File: src/rtl/imm_encoder.sv
// imm_encoder
//   Packs a sign-extended 32-bit immediate plus register/opcode fields into a
//   RISC-V instruction word (I, S, B or U format). Each request is range-checked
//   for its format. Out-of-range requests produce an all-zero word flagged
//   with out_err. Results are queued in a 2-entry FIFO with valid/ready on
//   both sides. Two saturating counters track accepted good and rejected
//   requests.
//
// Ports
//   clk, rst_n        : clock; asynchronous active-low reset
//   in_valid/in_ready : request handshake (in_ready depends only on FIFO state)
//   imm               : sign-extended immediate
//   imm_src           : format select 00 I, 01 S, 10 B, 11 U
//   opcode, funct3    : instruction[6:0], instruction[14:12] (funct3 unused for U)
//   rd, rs1, rs2      : register fields; unused ones for a format are ignored
//   out_valid/out_ready : FIFO head handshake
//   out_instr, out_err  : FIFO head word and range-reject flag
//   pack_count, err_count : saturating counts of accepted good / rejected requests
module imm_encoder #(
    parameter int unsigned CNT_W = 16
) (
    input  logic             clk,
    input  logic             rst_n,
    input  logic             in_valid,
    output logic             in_ready,
    input  logic [31:0]      imm,
    input  logic [1:0]       imm_src,
    input  logic [6:0]       opcode,
    input  logic [2:0]       funct3,
    input  logic [4:0]       rd,
    input  logic [4:0]       rs1,
    input  logic [4:0]       rs2,
    output logic             out_valid,
    input  logic             out_ready,
    output logic [31:0]      out_instr,
    output logic             out_err,
    output logic [CNT_W-1:0] pack_count,
    output logic [CNT_W-1:0] err_count
);

    typedef enum logic [1:0] {
        FMT_I = 2'b00,
        FMT_S = 2'b01,
        FMT_B = 2'b10,
        FMT_U = 2'b11
    } fmt_t;

    fmt_t        fmt;
    logic [31:0] packed_instr;
    logic        in_range;

    assign fmt = fmt_t'(imm_src);

    // Format packing and representability check
    always_comb begin
        packed_instr = '0;
        in_range     = 1'b0;
        unique case (fmt)
            FMT_I: begin
                packed_instr = {imm[11:0], rs1, funct3, rd, opcode};
                in_range     = (imm[31:11] == '0) || (imm[31:11] == '1);
            end
            FMT_S: begin
                packed_instr = {imm[11:5], rs2, rs1, funct3, imm[4:0], opcode};
                in_range     = (imm[31:11] == '0) || (imm[31:11] == '1);
            end
            FMT_B: begin
                packed_instr = {imm[12], imm[10:5], rs2, rs1, funct3,
                                imm[4:1], imm[11], opcode};
                in_range     = ((imm[31:12] == '0) || (imm[31:12] == '1))
                               && (imm[0] == 1'b0);
            end
            FMT_U: begin
                packed_instr = {imm[31:12], rd, opcode};
                in_range     = (imm[11:0] == '0);
            end
            default: begin
                packed_instr = '0;
                in_range     = 1'b0;
            end
        endcase
    end

    // 2-entry FIFO, entry = {instr, err}
    logic [32:0] mem [2];
    logic        wr_ptr;
    logic        rd_ptr;
    logic [1:0]  count;
    logic        push;
    logic        pop;
    logic [32:0] entry;

    assign in_ready  = (count != 2'd2);
    assign out_valid = (count != 2'd0);
    assign push      = in_valid && in_ready;
    assign pop       = out_valid && out_ready;
    assign entry     = in_range ? {packed_instr, 1'b0} : {32'h0, 1'b1};

    assign out_instr = mem[rd_ptr][32:1];
    assign out_err   = mem[rd_ptr][0];

    always_ff @(posedge clk or negedge rst_n) begin
        if (!rst_n) begin
            for (int unsigned i = 0; i < 2; i++) begin
                mem[i] <= '0;
            end
            wr_ptr <= 1'b0;
            rd_ptr <= 1'b0;
            count  <= 2'd0;
        end else begin
            if (push) begin
                mem[wr_ptr] <= entry;
                wr_ptr      <= ~wr_ptr;
            end
            if (pop) begin
                rd_ptr <= ~rd_ptr;
            end
            unique case ({push, pop})
                2'b10:   count <= count + 2'd1;
                2'b01:   count <= count - 2'd1;
                default: count <= count;
            endcase
        end
    end

    // Saturating counters, exactly one bumps per accept
    always_ff @(posedge clk or negedge rst_n) begin
        if (!rst_n) begin
            pack_count <= '0;
            err_count  <= '0;
        end else if (push) begin
            if (in_range) begin
                if (pack_count != '1) begin
                    pack_count <= pack_count + CNT_W'(1);
                end
            end else begin
                if (err_count != '1) begin
                    err_count <= err_count + CNT_W'(1);
                end
            end
        end
    end

endmodule

File: config.mk
export PLATFORM = sky130hd
export DESIGN_NAME = imm_encoder
export DESIGN_NICKNAME = d
export VERILOG_FILES = /design/src/rtl/imm_encoder.sv
export SDC_FILE = /design/constraint.sdc
export NUM_CORES = 1
export LEC_CHECK = 0
export CAP_MARGIN = 20
export CORE_MARGIN = 4
export CORE_UTILIZATION = 55
export DETAILED_ROUTE_END_ITERATION = 10
export DONT_BUFFER_PORTS = 1
export HOLD_SLACK_MARGIN = 0.12
export PLACE_DENSITY_LB_ADDON = 0.12
export SLEW_MARGIN = 20
export SYNTH_ARGS = -nofsm -noshare
export SYNTH_HDL_FRONTEND = slang
export SYNTH_SLANG_ARGS = --single-unit
File: constraint.sdc
create_clock -name clk -period 2.33 [get_ports clk]
set_input_delay 0.466 -clock clk [delete_from_list [all_inputs] [get_ports clk]]
set_output_delay 0.466 -clock clk [all_outputs]
set_load 0.005 [all_outputs]
* Word-level counts from Yosys, hierarchy flattened
Cells that the tools add are included.
** Storage, ports and cells
- Flip-flop bits (word level) :: 102
- Bits in latches :: 0
- Bits in writable memories :: 0
- Bits in read-only memories :: 0
- Input port bits :: 63
- Output and inout port bits :: 67
- Logic and storage cells :: 55
- Memories kept :: 0
** Cells by class
- Add/sub/neg operators :: 4
- $mul :: 0
- Divide/modulo/power cells :: 0
- Order comparisons :: 3
- Eq/ne operators :: 10
- Shift-type cells :: 0
- Mux-type cells :: 10
- Bitwise gates (word level) :: 6
- Reduce and logical (&&, ||, !) cells :: 15
** Operators with widths (count)
- $mux 33 :: 5
- $pmux 32 s4 :: 1
- $bwmux 66 :: 1
- $demux 33 s1 :: 1
- $add 16x1->16 const B :: 2
- $ne 16x16->1 const B :: 2
- $eq 21x21->1 const B :: 1
- $logic_not 21->1 :: 1
- $eq 20x20->1 const B :: 1
- $logic_not 20->1 :: 1
- $logic_not 12->1 :: 1
- $eq 2x2->1 const B :: 3
- $reduce_and 3->1 :: 2
- $eq 2x1->1 const B :: 2
- $ge 2x2->1 const B :: 2
- $logic_and 1x1->1 :: 4
- $not 1->1 :: 4
- $not 1->2 :: 2
- $pmux 2 s2 :: 1
- $reduce_bool 2->1 :: 2
- $pmux 1 s3 :: 1
- $add 2x1->2 const B :: 1
- $logic_not 2->1 :: 1
- $logic_or 1x1->1 :: 2
- other kinds (4) :: 4

* Depth between registers and ports, before layout
- Word-level depth :: 6
- Depth in mapped cells :: 10
- Depth with buffers taken out :: 8

* Least setup slack after synthesis
OpenSTA, ideal clock, no wires.
- Path type :: input port to flip-flop
- Start :: in imm[3]
- End :: reg pack_count[12]
- Setup time :: 0.127 ns
- Arrival :: 2.024 ns
- Required time :: 2.203 ns
- Slack :: 0.179 ns
- Stages on the path :: 7
- Buffers on the path :: 1
- Path through :: or4_1 -> nor4_1 -> nand4b_1 -> a22oi_2 -> buf_6 -> nand4_1 -> mux2_1
** Between the ends
- Cells in the longest elaborated chain, start to end :: 3
** Ends and longest elaborated chain
- start: declaration :: RTL line 26 : input logic [31:0] imm,
- $logic_not 12->1 :: RTL line 75 : in_range = (imm[11:0] == '0);
- $pmux 1 s3 :: RTL line 58 : unique case (fmt)
- $reduce_and 3->1 (no line)
- end signal: assignment :: RTL line 134 : pack_count <= pack_count + CNT_W'(1);
- end: declaration :: RTL line 37 : output logic [CNT_W-1:0] pack_count,
Every way passes these cells.
A chain may end at the register's enable or synchronous reset.

* Worst setup path after layout
- Start :: reg pack_count[0]
- End :: reg pack_count[1]
** Between the ends
- Cells in the longest elaborated chain, start to end :: 2
- Elaborated cells between the ends (all ways) :: 3
- Classes of those cells :: add/sub: 1; eq/ne: 1; reduce/logical: 1
** Ends and longest elaborated chain
- parallel branches: the longest is 2 deep, another holds $add 16x1->16
Parallel ways; which one is timed is not known.

==> results.ini <==
[hold_path]
hold_path_class = input port to asynchronous set/reset pin

[worst_setup_path]
crit_path_cell_trace = ha_1 > and3_1 > nand4_1 > or3_1 > nand3_2 > mux2_2
critPathKind = flop to flop
required_ps = 2590
crit_path_start_kind = flop
cp.arrival_ps = 2360
cp_top_family = simple AND/OR/NAND/NOR gates
cp_slowest_stage_delay_ps = 480
critPathCaptureType = flop
path_buf_inv = 0
critPathMaxFanout = 6
cpMaxStageDelayCell = or3_1

[layout]
drive_gt1_frac = 0.188
stdcell_count = 665
fin_nets = 597
fillCellCount = 793
antenna_cells = 0
area_growth_pct = 7.94

[routing]
first_pass_iters = 4
drc = 0
viasPerCell = 5.72
ant_nets = 0
avgRoutedWirePerCell_um = 17.3
drt_iter0_drc = 100
finalWirelength_um = 11500
via_count = 3802

[clock_network]
clkSlewWorstSetupHoldPaths_ps = 110
cts_root_buffer = clkbuf_8
cts_buffers = 9
cts_setup_buffers = 0
cts_sinks = 102
cts_max_path_buffers = 2
clk_latency_ps = 360
cts_tree = built
htreeDepth = 3

[die]
coreArea_mm2 = 0.00924
row_count = 35
die_width_um = 105
boundaryPins = 130
dieArea_mm2 = 0.0111
initial_core_util = 0.563
die_h_um = 105

[timing]
worst_slack_ps = 233
hold_ws_ps = -218
final-hold-violation-count = 102
clock.fmax_mhz = 477
slew_headroom = 0.568
rsz0062_at_grt = false
setup_viol = 0
min_period_ps = 2100
min_period_over_period = 0.900
worst_pin_slew_ps = 646
maxSlewViolCount = 0
fin_skew_ps = 13.9

[placed_design]
gp_congestion = 0.820
place_inst = 649
dp_slack_ps = -46.3
place_hpwl_um = 8530
numPortBuffers = 0

[yosys]
async_flop_share = 1.00
synth_nets = 597
synthDistinctLibCells = 37
netlist_area_mm2 = 0.00520
ys_seq_elements = 102
yosysSeqAreaShare = 0.491
yosys_warnings = 0
synth_edf_count = 0
synthCells = 531
synth_ff_type = dfrtp_1
avgSynthCellArea_um2 = 9.79

[power]
vdd_ir_drop_max_v = 0.000582
finalPower_w = 0.00401
p_per_area_mw_per_mm2 = 715
leakagePower_nw = 2.44

[run]
max_cap_viol_count = 0

[grt]
overflow = 0
grt_pass1_wl_um = 18900
grt_pass1_vias = 3815
antenna_found_initial = 0
grt_use_total = 0.212
grt_start_max_net_pins = 103

[outcome]
status = finished with violations
violations = negative hold slack

[worst paths after layout]
check,start,endpoint,slack [ps],cells after the start
worst max-delay path,pack_count[0],pack_count[1],230,6
worst min-delay path,rst_n,mem[36],-220,0
worst max register to register,pack_count[0],pack_count[1],230,6
worst min register to register,mem[45],mem[45],480,2
max in group asynchronous,rst_n,err_count[10],2370,0
min in group clk,opcode[1],mem[2],250,2
[flip-flops by register name, summed over array words and instances, names as in the netlist]
register / cells
mem: 66
err_count: 16
pack_count: 16
count: 2
rd_ptr: 1
wr_ptr: 1
[layout by cell type (no fill, tap or decap), drive strengths merged]
cell type  synthesis  final
nor2b              5      5
nand3             14     14
xor2              14     14
ha                 3      3
nor3               9      9
dfrtp            102    102
a21oi              7      7
buf               10     23
a22oi              1      1
nand2b             3      3
mux2              57     57
xnor2             17     17
clkbuf            24     10
o21ai             69     69
o211ai             1      1
mux2i              7      7
nand4b             2      2
nand2            117    117
and2               2      2
clkinvlp           0      1
or2                1      1
or3                2      2
nor2               7      7
nand4             18     18
nor4              16     16
nor4b              2      2
nor3b              1      1
clkinv             0      1
inv                6     10
and3               6      6
a41oi              1      1
a211oi             5      5
or4                2      2
[synth_stat cells (2+ instances only)]
cell type / instances / share of area
o21ai_0: 33 / 0.032
mux2i_1: 7 / 0.013
or3_1: 2 / 0.0024
o21ai_1: 36 / 0.035
a211oi_1: 5 / 0.0072
xor2_1: 14 / 0.024
a21oi_1: 7 / 0.0067
clkbuf_1: 24 / 0.017
and3_1: 6 / 0.0072
nand2b_1: 3 / 0.0036
nand3_1: 13 / 0.013
nor2b_1: 5 / 0.0060
xnor2_1: 17 / 0.029
buf_6: 6 / 0.013
or4_1: 2 / 0.0029
nand4_1: 18 / 0.022
nand4b_1: 2 / 0.0034
inv_1: 6 / 0.0043
dfrtp_1: 102 / 0.49
and2_1: 2 / 0.0024
mux2_2: 56 / 0.12
nand2_1: 117 / 0.084
buf_1: 3 / 0.0022
nor4b_1: 2 / 0.0034
ha_1: 3 / 0.0072
nor4_1: 16 / 0.019
nor2_1: 7 / 0.0051
nor3_1: 8 / 0.0077
[cells by family (layout without fill, tap and decap cells)]
kind of cell               after synthesis  in the layout  share of synthesized area
DFF                                    102            102                      0.491
xor gates and xnor gates                31             31                     0.0522
and+or+nand+nor                        207            207                      0.188
buffers and inverters                   40             45                     0.0383
muxes                                   64             64                      0.137
AOI/OAI and AO/OA                       84             84                     0.0859
adders and majority gates                3              3                    0.00722
[repair_timing]
item                       CTS  global route
hold endpoints to repair   102           102
setup endpoints to repair    0             0
gates resized for setup      0             0
[per-stage QoR]
step | instance area (um2) | utilization | hold WS, ps | TNS [ps]
after global routing | 5610 | 0.607 | -252 | 0
after global placement | 5420 | 0.587 | 174 | -58.5
after floorplan | 5200 | - | 170 | 0
after CTS | 5610 | 0.607 | -241 | 0
after detailed placement | 5420 | 0.587 | 174 | -435
final | 5610 | 0.607 | -218 | 0
[per-layer routing]
metal,vias up,GRT usage,part of all wire
met4,0,0.0740,0.011
li1,1847,-,-
met1,1850,0.280,0.44
met5,-,0,0
met2,95,0.350,0.50
met3,10,0.0416,0.051
[area by class of cell]
class,instances,area [um2],area share
Inverter,6,22.5,0.00401
Clock buffer,10,138,0.0245
Tap cell,129,161,0.0288
Timing Repair Buffer,23,235,0.0419
Multi-Input combinational cell,389,2450,0.437
Clock inverter,6,50.0,0.00892
Sequential cell,102,2550,0.455
[power by group]
| group | internal, W | switching (W) |
|---|---|---|
| combinational | 0.000399 | 0.000523 |
| sequential | 0.00188 | 0.000145 |
| clock | 0.000436 | 0.000633 |
No activity file was read; power rests on OpenSTA's default activity.
